**src/rtl/fetch_pc_ctrl_pkg.sv**
```systemverilog
// Shared pipeline definitions for the fetch stage: reset/handler vectors,
// exception codes and the handler-occupancy FSM encoding.
package pipeline_defs;

    localparam logic [31:0] RESET_PC   = 32'h0000_3000;
    localparam logic [31:0] HANDLER_PC = 32'h0000_4180;

    localparam logic [4:0] EXCCODE_ADEL = 5'd4;
    localparam logic [4:0] EXCCODE_NONE = 5'd0;

    typedef enum logic {
        ST_RUN     = 1'b0,
        ST_HANDLER = 1'b1
    } pc_state_e;

endpackage

```
**src/rtl/fetch_pc_ctrl_pc_target_mux.sv**
```systemverilog
// Next fetch address select and redirect flush decode.
// Priority: exception > eret > stall hold > npc.
module pc_target_mux #(
    parameter logic [31:0] HANDLER_PC = 32'h0000_4180
) (
    input  logic        exc_req,
    input  logic        eret_req,
    input  logic        stall,
    input  logic [31:0] cur_pc,
    input  logic [31:0] npc,
    input  logic [31:0] epc,
    output logic [31:0] next_pc,
    output logic        flush_fd,
    output logic        flush_de,
    output logic        flush_em
);

    always_comb begin
        next_pc  = npc;
        flush_fd = 1'b0;
        flush_de = 1'b0;
        flush_em = 1'b0;
        if (exc_req) begin
            next_pc  = HANDLER_PC;
            flush_fd = 1'b1;
            flush_de = 1'b1;
            flush_em = 1'b1;
        end else if (eret_req) begin
            // eret itself sits in M and must retire, so E/M is kept
            next_pc  = epc;
            flush_fd = 1'b1;
            flush_de = 1'b1;
        end else if (stall) begin
            next_pc = cur_pc;
        end
    end

endmodule

```
**src/rtl/fetch_pc_ctrl.sv**
```systemverilog
// Fetch-stage PC controller: F_PC register, handler-occupancy FSM,
// exception counter and fetch address-error detection.
module fetch_pc_ctrl
    import pipeline_defs::*;
#(
    parameter logic [31:0] RESET_PC   = pipeline_defs::RESET_PC,
    parameter logic [31:0] HANDLER_PC = pipeline_defs::HANDLER_PC,
    parameter logic [31:0] IM_BASE    = 32'h0000_3000,
    parameter logic [31:0] IM_LIMIT   = 32'h0000_6FFC
) (
    input  logic        clk,
    input  logic        reset,
    input  logic        stall,
    input  logic [31:0] npc,
    input  logic        M_exc_req,
    input  logic        M_eret_req,
    input  logic [31:0] EPC,
    output logic [31:0] F_PC,
    output logic        flush_FD,
    output logic        flush_DE,
    output logic        flush_EM,
    output logic        F_exc_adel,
    output logic [4:0]  F_exccode,
    output logic        in_handler,
    output logic        eret_err,
    output logic [15:0] exc_cnt
);

    logic [31:0] next_pc;
    pc_state_e   state;

    pc_target_mux #(
        .HANDLER_PC (HANDLER_PC)
    ) u_mux (
        .exc_req  (M_exc_req),
        .eret_req (M_eret_req),
        .stall    (stall),
        .cur_pc   (F_PC),
        .npc      (npc),
        .epc      (EPC),
        .next_pc  (next_pc),
        .flush_fd (flush_FD),
        .flush_de (flush_DE),
        .flush_em (flush_EM)
    );

    always_ff @(posedge clk or negedge reset) begin
        if (!reset) F_PC <= RESET_PC;
        else        F_PC <= next_pc;
    end

    always_ff @(posedge clk or negedge reset) begin
        if (!reset) begin
            state      <= ST_RUN;
            in_handler <= 1'b0;
            eret_err   <= 1'b0;
        end else begin
            case (state)
                ST_RUN: begin
                    if (M_exc_req) begin
                        state      <= ST_HANDLER;
                        in_handler <= 1'b1;
                    end else if (M_eret_req) begin
                        eret_err <= 1'b1;
                    end
                end
                ST_HANDLER: begin
                    // a nested exception keeps us in the handler
                    if (!M_exc_req && M_eret_req) begin
                        state      <= ST_RUN;
                        in_handler <= 1'b0;
                    end
                end
                default: begin
                    state      <= ST_RUN;
                    in_handler <= 1'b0;
                end
            endcase
        end
    end

    always_ff @(posedge clk or negedge reset) begin
        if (!reset)                              exc_cnt <= 16'd0;
        else if (M_exc_req && exc_cnt != 16'hFFFF) exc_cnt <= exc_cnt + 16'd1;
    end

    always_comb begin
        F_exc_adel = (F_PC[1:0] != 2'b00) || (F_PC < IM_BASE) || (F_PC > IM_LIMIT);
        F_exccode  = F_exc_adel ? EXCCODE_ADEL : EXCCODE_NONE;
    end

endmodule
```
**config.mk**
```make
export PLATFORM = sky130hd
export DESIGN_NAME = fetch_pc_ctrl
export DESIGN_NICKNAME = d
export VERILOG_FILES = /design/src/rtl/fetch_pc_ctrl_pkg.sv /design/src/rtl/fetch_pc_ctrl_pc_target_mux.sv /design/src/rtl/fetch_pc_ctrl.sv
export SDC_FILE = /design/constraint.sdc
export NUM_CORES = 1
export LEC_CHECK = 0
export CORE_MARGIN = 4
export CORE_UTILIZATION = 38
export CTS_CLUSTER_DIAMETER = 80
export CTS_CLUSTER_SIZE = 25
export DETAILED_ROUTE_END_ITERATION = 7
export DONT_BUFFER_PORTS = 1
export PLACE_DENSITY_LB_ADDON = 0.3
export SLEW_MARGIN = 5
export SYNTH_ARGS = -nofsm -noshare
export SYNTH_HDL_FRONTEND = slang
export SYNTH_SLANG_ARGS = --single-unit
```
**constraint.sdc**
```tcl
create_clock -name clk -period 2.22 [get_ports clk]
set_clock_uncertainty 0.05 [all_clocks]
set_input_delay 0.222 -clock clk [delete_from_list [all_inputs] [get_ports clk]]
set_output_delay 0.222 -clock clk [all_outputs]
set_load 0.005 [all_outputs]
```
==> results.md <==
* MaxCap Viol Count at 0
* RSZ-0062 raised after global routing: no
* DRC at 0
* Status: finished clean
* Post-synthesis sequential area ratio at between 40% and 50%
* Crit Path Max Fanout at 3
* Type of the worst setup path: reg2out
* Vias at 1,887
* Via-to-Cell Ratio at 5.47
* Die X at 90.6 um
* Leak Pwr at 1.25 nW
* Most used cell, CP: nor4_1
* Register bit total from synthesis at 51
* Worst-Skew Late Latency at 290 ps
* Die ar. at 8200 um^2
* Delay-heaviest family, CP: simple AND/OR/NAND/NOR gates
* Post-DRT Antenna Nets at 0
* Gate Count Post-Synth at 275
* Critical Path Max Stage Delay at 470 ps
* Initial antenna violation count at 0
* Vias in the first global route at roughly 1,900
* Worst Hold Class: in2reg
* Iter 0 DRT Violations at 70
* Largest net degree at the start of global routing at 61
* Final setup viols at 0
* Post-synth top area share at between 40% and 50%
* DPL Wire Length at 4560 um
* Worst slew pin tran at 521 ps
* Warnings, synthesis at 0
* Congestion Overflow GR at 0
* CTS sink cnt at 51
* Clock Pin Slew Worst Setup and Hold Paths at 90 ps
* Total global-route track usage at between 10% and 20%
* Final Hold Fails at 0
* Final Critical Period at 2040 ps
* Number of enable flip-flop cells after synthesis at 0
* Worst VDD drop at 0.556 mV
* Ranking of synthesized cells by area: dfrtp_1 (47%), mux2i_1 (12%), nor2_1 (8.8%), a21oi_1 (6.2%), xnor2_1 (4.1%)
* Final setup TNS at 0 ps
* Worst Setup Slack, final at 179 ps
* Pre-CTS WS at 236 ps
* Slew Limit Fails at 0
* Layout Utilization at 42.3%
* Root buf cell: clkbuf_8
* Max Buffers Root-to-Sink at 2
* WL per Instance at approximately 18 um
* Layout cells sized above 1 at 7.09%
* Crit. End Element: output pin
* CTS tree: done
* Core area at 6490 um^2
* PwrDens at between 700 and 800 nW/um^2
* Synth cell count leaders: nor2_1 (61), dfrtp_1 (49), a21oi_1 (32), mux2i_1 (32), nand2_1 (15)
* Largest area contributor in the netlist: dfrtp_1
* Synth unique cells at 30
* Port bufs at 0
* Top Ports at 128
* Crit path cell chain: nor4_1 -> nand2_1 -> nor4_1 -> nand4_1
* GP Congestion at approximately 0.78
* Initial Utilization at 39.9%
* Most common cell in the synthesized netlist: nor2_1
* Max_slew headroom at 64.9%
* Hold WS at 15.1 ps
* Critical path launch point type: flop
* Slowest cell on crit path: nor4_1
* Period Utilization, post-route at 91.9%
* DIE HEIGHT at 90.6 um
* Rows at 29
* Antenna diode count at 0
* F_max at 490 MHz
* Area growth syn-to-layout at 5.99%
* Required time worst endpoint at 1950 ps
* First-pass GRT wire length at 10,100 um
* Buffer count from post-CTS setup fixing at 0
* Nets@finish at 337
* # H-tree levels at 2
* TritonRoute pass-1 iters at 4
* Cts bufs inserted at 5
* Bufs and invs on worst path at 0
* Crit path DAT at around 1800 ps
* Main flop type after synthesis: dfrtp_1
* Cell Area, Synth at approximately 2600 um^2
* FFs w/ async S/R, synth at 100%
* WL final at 6360 um
* Mapped Avg Cell Area at 9.42 um^2
==> routing by layer <==
layer	wire, um	vias up	track usage (%)
li1	-	913	-
met1	2390	872	16.6
met2	3030	96	25.3
met3	894	6	9.17
met5	0	-	0
met4	51	0	3.44
==> where the power goes <==
part / total [mW] / switching (mW) / internal [mW]
registers: 1.18 / 0.151 / 1.03
logic: 0.284 / 0.132 / 0.152
clock network: 0.575 / 0.290 / 0.285
==> path summary, 6_finish.rpt <==
kind / start / endpoint / slack [ps] / depth (start not counted)
max reg2reg: exc_cnt[0] / exc_cnt[1] / 230 / 5
max: F_PC[21] / F_exc_adel / 180 / 4
min reg2reg: state / in_handler / 460 / 1
max in group asynchronous: reset / F_PC[13] / 1450 / 2
min: EPC[7] / F_PC[7] / 20 / 2
min in group asynchronous: reset / F_PC[24] / 390 / 2
==> sequential cells by signal (all words and copies together), names as in the netlist <==
name        flops
state           1
eret_err        1
F_PC           32
in_handler      1
exc_cnt        16
==> layout make-up <==
type                    count  area, um^2
clock buffers               8         100
flip-flops and latches     51        1280
fillers                   633        3750
inverters                   5        18.8
repair buffers              5        72.6
multi-input cells         199        1180
well taps                  77        96.3
==> per-stage QoR <==
stage / area [um^2] / cells / power (mW)
finish: 2750 / 345 / 2.04
global route: 2750 / 345 / 2.18
CTS: 2750 / 345 / 2.08
detailed placement: 2590 / 334 / 1.46
global placement: 2590 / 334 / 1.45
floorplan: 2600 / 278 / 1.42
==> kinds of logic after synthesis <==
logic type / count (synthesis) / synth area share [%]
xor+xnor: 12 / 4.06
compound gates: 41 / 8.26
flops: 51 / 49.3
other cells: 1 / 0.145
buf+inv: 28 / 5.55
fa+ha+maj: 1 / 0.483
mux: 35 / 13.7
simple gates: 106 / 18.5
==> cells in the final DEF (no fill, tap or decap) <==
master and instances:
buf_12 1, nor4_1 7, o21ai_0 5, and3_1 2, and4_1 1, conb_1 4
buf_16 1, nand3_2 1, nand4_1 9, dfrtp_1 49, nor2_1 61, and3_2 1
o31ai_1 1, mux2i_1 32, clkbuf_1 1, nand4b_1 1, ha_1 1, nand2_1 15
a21oi_1 32, inv_1 5, mux2_2 3, buf_4 2, dfstp_2 2, xnor2_1 12
nand3_1 7, dlygate4sd3_1 1, a21o_1 1, o21a_1 1, a31oi_1 1, clkbuf_8 7
or4_4 1
==> timing repair <==
item,CTS,global route
hold buffers,3,0
resized for setup,0,0
hold endpoints to repair,83,0
Note: power is estimated with default switching activity, not from simulation.
